$ cat config.mk
export PLATFORM = sky130hd
export DESIGN_NAME = ctrl_sequencer
export DESIGN_NICKNAME = d
export VERILOG_FILES = /design/src/rtl/ctrl_sequencer_pkg.sv /design/src/rtl/ctrl_sequencer_onehot3to8.sv /design/src/rtl/ctrl_sequencer.sv
export SDC_FILE = /design/constraint.sdc
export NUM_CORES = 1
export LEC_CHECK = 0
export ABC_AREA = 1
export BUFFER_PORTS_ARGS = -buffer_cell sky130_fd_sc_hd__buf_4
export CAP_MARGIN = 20
export CORE_AREA = 2 2 63 65
export DETAILED_ROUTE_END_ITERATION = 6
export DIE_AREA = 0 0 65 67
export PLACE_DENSITY = 0.79
export SETUP_SLACK_MARGIN = 0.2
export SLEW_MARGIN = 5
export SYNTH_ARGS = -nofsm -noshare
export SYNTH_HDL_FRONTEND = slang
export SYNTH_SLANG_ARGS = --single-unit
$ cat constraint.sdc
create_clock -name clk -period 1.7 [get_ports clk]
set_input_delay 0.255 -clock clk [delete_from_list [all_inputs] [get_ports clk]]
set_output_delay 0.255 -clock clk [all_outputs]
set_load 0.02 [all_outputs]
$ cat src/rtl/ctrl_sequencer_pkg.sv
// Shared types for the control sequencer: opcodes, tick indices, IR layout.
// Imported by ctrl_sequencer and onehot3to8.
package ctrl_sequencer_pkg;

  typedef enum logic [2:0] {
    OP_MV  = 3'b000,
    OP_MVI = 3'b001,
    OP_ADD = 3'b010,
    OP_SUB = 3'b011
  } opcode_e;

  localparam int T0 = 0;
  localparam int T1 = 1;
  localparam int T2 = 2;
  localparam int T3 = 3;

  localparam int IR_W  = 9;
  localparam int IR_OP = 6;
  localparam int IR_X  = 3;
  localparam int IR_Y  = 0;

endpackage

$ cat src/rtl/ctrl_sequencer_onehot3to8.sv
// 3-bit register field to 8-bit one-hot select.
// Ports: i_sel (3-bit index), o_oh (one-hot, bit i_sel set).
module onehot3to8
  import ctrl_sequencer_pkg::*;
(
  input  logic [2:0] i_sel,
  output logic [7:0] o_oh
);

  assign o_oh = 8'b1 << i_sel;

endmodule

$ cat src/rtl/ctrl_sequencer.sv
// Control sequencer: holds IR, decodes T0..T3 ticks into datapath controls,
// counts retired instructions. Optional macro TICK_CHECK_EN: strict one-hot
// tick checking with sticky tick_err. Ports: clk, rst (async, active-low),
// run, tick[3:0], din; controls ir_in, r_in, r_out, a_in, g_in, g_out,
// din_out, addsub, done, clear, illegal; status tick_err, instr_cnt.
module ctrl_sequencer
  import ctrl_sequencer_pkg::*;
#(
  parameter int DATA_W = 16,
  parameter int NREG   = 8,
  parameter int CNT_W  = 16
) (
  input  logic              clk,
  input  logic              rst,
  input  logic              run,
  input  logic [3:0]        tick,
  input  logic [DATA_W-1:0] din,
  output logic              ir_in,
  output logic [NREG-1:0]   r_in,
  output logic [NREG-1:0]   r_out,
  output logic              a_in,
  output logic              g_in,
  output logic              g_out,
  output logic              din_out,
  output logic              addsub,
  output logic              done,
  output logic              clear,
  output logic              illegal,
  output logic              tick_err,
  output logic [CNT_W-1:0]  instr_cnt
);

  logic [IR_W-1:0]  r_ir;
  logic [CNT_W-1:0] r_cnt;
  logic [3:0]       w_t;
  logic [2:0]       w_op;
  logic [7:0]       w_xoh;
  logic [7:0]       w_yoh;
  logic             w_unused;

  assign w_unused = ^din[DATA_W-IR_W-1:0];

`ifdef TICK_CHECK_EN
  logic w_tick_ok;
  logic r_tick_err;

  // Any malformed tick suppresses every control for that cycle.
  assign w_tick_ok = $onehot(tick);
  assign w_t       = w_tick_ok ? tick : 4'b0000;
  assign tick_err  = r_tick_err;

  always_ff @(posedge clk or negedge rst) begin
    if (!rst) begin
      r_tick_err <= 1'b0;
    end else if (!w_tick_ok) begin
      r_tick_err <= 1'b1;
    end
  end
`else
  // Keep only the lowest set bit; 0000 stays 0000 (idle).
  assign w_t      = tick & (~tick + 4'd1);
  assign tick_err = 1'b0;
`endif

  assign w_op = r_ir[IR_OP +: 3];

  onehot3to8 u_dec_x (
    .i_sel (r_ir[IR_X +: 3]),
    .o_oh  (w_xoh)
  );

  onehot3to8 u_dec_y (
    .i_sel (r_ir[IR_Y +: 3]),
    .o_oh  (w_yoh)
  );

  always_comb begin
    ir_in   = 1'b0;
    r_in    = '0;
    r_out   = '0;
    a_in    = 1'b0;
    g_in    = 1'b0;
    g_out   = 1'b0;
    din_out = 1'b0;
    addsub  = 1'b0;
    done    = 1'b0;
    illegal = 1'b0;
    if (rst) begin
      unique case (1'b1)
        w_t[T0]: ir_in = run;
        w_t[T1]: begin
          unique case (w_op)
            OP_MV: begin
              r_out = w_yoh;
              r_in  = w_xoh;
              done  = 1'b1;
            end
            OP_MVI: begin
              din_out = 1'b1;
              r_in    = w_xoh;
              done    = 1'b1;
            end
            OP_ADD, OP_SUB: begin
              r_out = w_xoh;
              a_in  = 1'b1;
            end
            default: begin
              illegal = 1'b1;
              done    = 1'b1;
            end
          endcase
        end
        w_t[T2]: begin
          if (w_op == OP_ADD || w_op == OP_SUB) begin
            r_out  = w_yoh;
            g_in   = 1'b1;
            addsub = w_op[0];
          end
        end
        w_t[T3]: begin
          if (w_op == OP_ADD || w_op == OP_SUB) begin
            g_out = 1'b1;
            r_in  = w_xoh;
            done  = 1'b1;
          end
        end
        default: ;
      endcase
    end
  end

  assign clear     = done;
  assign instr_cnt = r_cnt;

  always_ff @(posedge clk or negedge rst) begin
    if (!rst) begin
      r_ir  <= '0;
      r_cnt <= '0;
    end else begin
      if (ir_in) begin
        r_ir <= din[DATA_W-1 -: IR_W];
      end
      if (done) begin
        r_cnt <= r_cnt + CNT_W'(1);
      end
    end
  end

endmodule

# [After elaboration in Yosys (flattened, before gate mapping)]
# Cells that the tools add are included.
# W data, S select, Z words.
[word_totals] output_inout_bits=42 reg_bits=25 inputBits=23
[op_classes] n_shift=2 n_addsub=2 n_eq_ne=3 reduce_logical=5 mux=30 bitwise_logic=2
[ops] operator="$pmux W8 S2" n=3
[ops] operator="$mux W8" n=5
[ops] operator="$mux W1" n=21
[ops] operator="$add A16 B1 Y16 const B" n=1
[ops] operator="$shl A1 B3 Y8 const A" n=2
[ops] operator="$eq A3 B2 Y1 const B" n=2
[ops] operator="$add A4 B1 Y4 const B" n=1
[ops] operator="$and A4 B4 Y4" n=1
[ops] operator="$not A4 Y4" n=1
[ops] operator="$reduce_or A2 Y1" n=2
[ops] operator="$reduce_or A4 Y1" n=1
[ops] operator="$eq A3 B1 Y1 const B" n=1
[ops] operator="$logic_not A3 Y1" n=1
[ops] operator="$pmux W1 S2" n=1
[ops] operator="$logic_or A1 B1 Y1" n=1

# [Depth between registers and ports, before layout]
[depth] word_depth=5 ltp_mapped=9

# [By module]
# Synthesis repeated with hierarchy kept, for this count alone.
[hier_totals] hier_cells=277 hier_area_um2=1781.7
[by_module_without_submodules] mod="ctrl_sequencer" area_per_inst_um2=1669.1 n_inst=1 cells_per_inst=247
[by_module_without_submodules] mod="onehot3to8" area_per_inst_um2=56.3 n_inst=2 cells_per_inst=15

# [Worst setup path before layout]
# Ideal clock, no wire load.
[synth_timing] kind="reg2out" start="reg r_ir[8]" end="out r_in[0]" t_required_ns=1.445 arrival_ns=1.374 n_path_buf=0 stages_incl_launch_ff=8 path_slack_ns=0.071 path_cell_list="dfrtp_1 > nor2_4 > inv_2 > nor2_2 > nand2_2 > inv_1 > nor2_2 > nor2_1"
[synth_via] elab_chain_cells=5
[synth_rtl] item="start: declaration" line="ctrl_sequencer.sv:33" rtl="logic [IR_W-1:0] r_ir;"
[synth_rtl] item="start signal: assignment" line="ctrl_sequencer.sv:141" rtl="r_ir <= din[DATA_W-1 -: IR_W];"
[synth_rtl] item="$eq A3 B1 Y1, or another cell as far along" line="ctrl_sequencer.sv:92" rtl="unique case (w_op)"
[synth_rtl] item="$reduce_or A2 Y1 (no line) / $logic_or A1 B1 Y1 (equally long branches)"
[synth_rtl] item="$mux W8, on equally long branches" line="ctrl_sequencer.sv:92, ctrl_sequencer.sv:121"
[synth_rtl] item="$pmux W8 S2 *" line="ctrl_sequencer.sv:89" rtl="unique case (1'b1)"
[synth_rtl] item="$mux W8 *" line="ctrl_sequencer.sv:88" rtl="if (rst) begin"
[synth_rtl] item="end: declaration" line="ctrl_sequencer.sv:19" rtl="output logic [NREG-1:0] r_in,"
# Every way passes the cells marked *; elsewhere a longest branch is shown, timed or not.

# [Worst setup path after layout]
[layout_timing] start="reg r_ir[8]" end="out r_out[1]"
[layout_via] elab_chain_cells=5
[layout_rtl] item="$eq A3 B2 Y1" line="ctrl_sequencer.sv:92, ctrl_sequencer.sv:114"
[layout_rtl] item="$reduce_or A2 Y1 / $logic_or A1 B1 Y1 (equally long branches)" line="ctrl_sequencer.sv:92, ctrl_sequencer.sv:114"
[layout_rtl] item="$pmux W8 S2 / $mux W8 (equally long branches)" line="ctrl_sequencer.sv:92, ctrl_sequencer.sv:114"
[layout_rtl] item="$pmux W8 S2 *" line="ctrl_sequencer.sv:89"
[layout_rtl] item="$mux W8 *" line="ctrl_sequencer.sv:88"
[layout_rtl] item="end: declaration" line="ctrl_sequencer.sv:20" rtl="output logic [NREG-1:0] r_out,"
# Marks and branches as above.

==> qor.yml <==
power_mw: 2.08
clockBufferDepth: 2
max_stage_delay_ns: 0.45
first_iter_violations: 147
synth.area.mux_share_pct: 0
startpoint: "r_ir[8]"
path_class: "reg -> out"
grt.overflow.total: 0
netlist_area_um2: 1780
portBuffers: 56
wire_per_inst_um: 12.5
ys.warnings.count: 0
die_w_um: 65
wl_mm: 5.05
synth-seq-area-share_pct: 35.2
cts_inserted_buffers: 3
dp_slack_ns: 0.0796
fin_crit_sh_pct: 111
grt_max_degree: 21
mostFrequentLayoutCells: "85 x nand2_1, 55 x buf_4, 33 x inv_1, 24 x buf_6, 23 x dfrtp_1"
dieArea_um2: 4360
p_leak_nw: 1.28
synthCells: 278
regToRegSetupSlack_ns: 0.16
clock_sinks: 25
cts_max_level: 1
hp-class: "in -> async"
cpMaxStageDelayCell: "dfrtp_2"
insertedDiodeCount: 0
yosys.area_share.simple_pct: 40.7
synth_top_family_by_area: "simple AND/OR/NAND/NOR gates"
core_um2: 3610
reg2regPathDepth: 11
hold_viol: 0
fmax_mhz: 529
synth_area_per_cell_um2: 6.40
cts-root-buf: "clkbuf_8"
r2r_end: "instr_cnt[7]"
synth-compound-area-share_pct: 8.37
area_growth_pct: 54.3
postLayoutSetupSlackWorst_ns: -0.189
setup_violations: 18
layout_commonest_cell: "nand2_1"
grtUsageTotal_pct: 23.3
crit_chain: "nor2_4, buf_6, nand2_8, o21ai_4, nand2_1, a21oi_2, buf_4"
dp_hpwl_mm: 3.43
yosysUniqueCellTypes: 27
boundaryPins: 65
grt_pass1_vias: 1743
critPathRequiredTime_ns: 1.44
place.gp.congestion: 0.848
drive_gt1_share_pct: 36.3
die_y_um: 67
rows: 22
fin_nets: 380
grt_pass1_wl_mm: 7.85
synth.net_count: 302
clkTransAtPathRegs_ns: 0.09
violations: "setup timing"
synth-xor-area-share_pct: 3.45
drc: 0
start_util_pct: 49.3
vdd_ir_drop_max_mv: 0.391
synthAdderAreaFrac_pct: 0.704
vias: 2022
r2r_start: "r_ir[8]"
finClkSkew_ns: 0.00349
rsz0062_at_grt: "true"
ys_seq_elements: 25
p_per_area_nw_per_um2: 758
clock_latency_ns: 0.27
crit_arrival_ns: 1.63
vias_per_cell: 5.02
slew_viol_final: 0
antenna_left: 0
end_kind: "output pin"
grt_antenna_before_repair: 0
outcome: "finished with violations"
start_kind: "flop"
dr.pass1.iters: 4
cts_tree: "yes"
cp_max_fo: 6
min_period_ns: 1.89
cap_violations: 0
[kinds of logic (layout without fill, tap and decap cells)]
kind of cell,count (synthesis),in the layout
compound gates,29,29
simple gates,168,168
flops,25,25
other cells,1,1
buf+inv,47,124
fa+ha+maj,1,1
xor+xnor,7,7
[per-layer routing]
metal | global-route usage, % | vias up | wire length, um
li1 | - | 1028 | -
met3 | 3.72 | 8 | 298
met2 | 41.5 | 55 | 2570
met4 | 7.45 | 0 | 72
met1 | 28.8 | 931 | 2110
met5 | 0 | - | 0
[Yosys cell counts]
cell | instances | area [um^2]
nand2_1 | 89 | 334
inv_1 | 37 | 139
nor2_1 | 29 | 109
dfrtp_1 | 25 | 626
nand3_1 | 20 | 100
nor3_1 | 18 | 90.1
o21ai_0 | 17 | 85.1
a21oi_1 | 8 | 40.0
xor2_1 | 6 | 52.6
nor2_2 | 4 | 25.0
buf_2 | 3 | 15.0
nand4_1 | 3 | 18.8
o21ai_1 | 3 | 15.0
buf_4 | 2 | 15.0
buf_6 | 2 | 22.5
clkbuf_1 | 1 | 3.75
clkinv_1 | 1 | 3.75
conb_1 | 1 | 3.75
ha_1 | 1 | 12.5
inv_2 | 1 | 3.75
nand2_2 | 1 | 6.26
nand2_4 | 1 | 11.3
nand3_2 | 1 | 10.0
nand3b_1 | 1 | 7.51
nor2_4 | 1 | 11.3
o21ai_2 | 1 | 8.76
xnor2_1 | 1 | 8.76
[where the power goes]
group	switching, mW	internal (mW)	leakage [nW]
clock network	0.195	0.168	0.0228
registers	0.137	0.705	0.322
logic	0.504	0.370	0.933
total	0.835	1.24	1.28
[metrics by stage]
stage / TNS (ns) / cell area, um^2 / util, % / cells / hold WS (ns)
global placement: 0 / 2280 / 63.2 / 381 / 0.0984
floorplan: 0 / 1800 / - / 278 / -0.0406
global route: -3.60 / 2740 / 76.1 / 403 / 0.0455
CTS: -1.53 / 2590 / 71.9 / 399 / 0.0333
finish: -2.04 / 2740 / 76.1 / 403 / 0.0227
detailed placement: 0 / 2280 / 63.2 / 381 / 0.101
[critical path, delay by kind of cell, from the launching register on]
family,cells,cell delay (ns)
DFF,1,0.45
and+or+nand+nor,3,0.34
buffers and inverters,2,0.30
AOI/OAI and AO/OA,2,0.27
[sequential cells by signal (all words and copies together) (netlist names)]
register	flops
instr_cnt	16
r_ir	9
[layout make-up]
cell class | instances | area (um^2)
multi-input combinational | 206 | 1150
tap | 48 | 60.1
sequential | 25 | 628
inverter | 39 | 149
timing repair buffer | 81 | 713
clock buffer | 4 | 45.0
fill | 278 | 862
[what timing repair did]
action | CTS | global route
pin swaps | 8 | 6
gates resized for setup | 37 | 35
cloned | 0 | 1
setup endpoints to repair | 24 | 31
hold buffers | 1 | 0
buffers inserted | 13 | 3
hold endpoints to repair | 5 | 0
[worst max path at each step]
stage	endpoint	slack (ns)	cells past startpoint
finish	r_out[1]	-0.19	7
global route	r_out[1]	-0.25	6
CTS	r_out[4]	-0.12	6
detailed placement	r_out[4]	0.08	7
global placement	r_out[4]	0.11	7
floorplan	r_out[0]	0.22	5
Power figures use the tool's default switching activity.
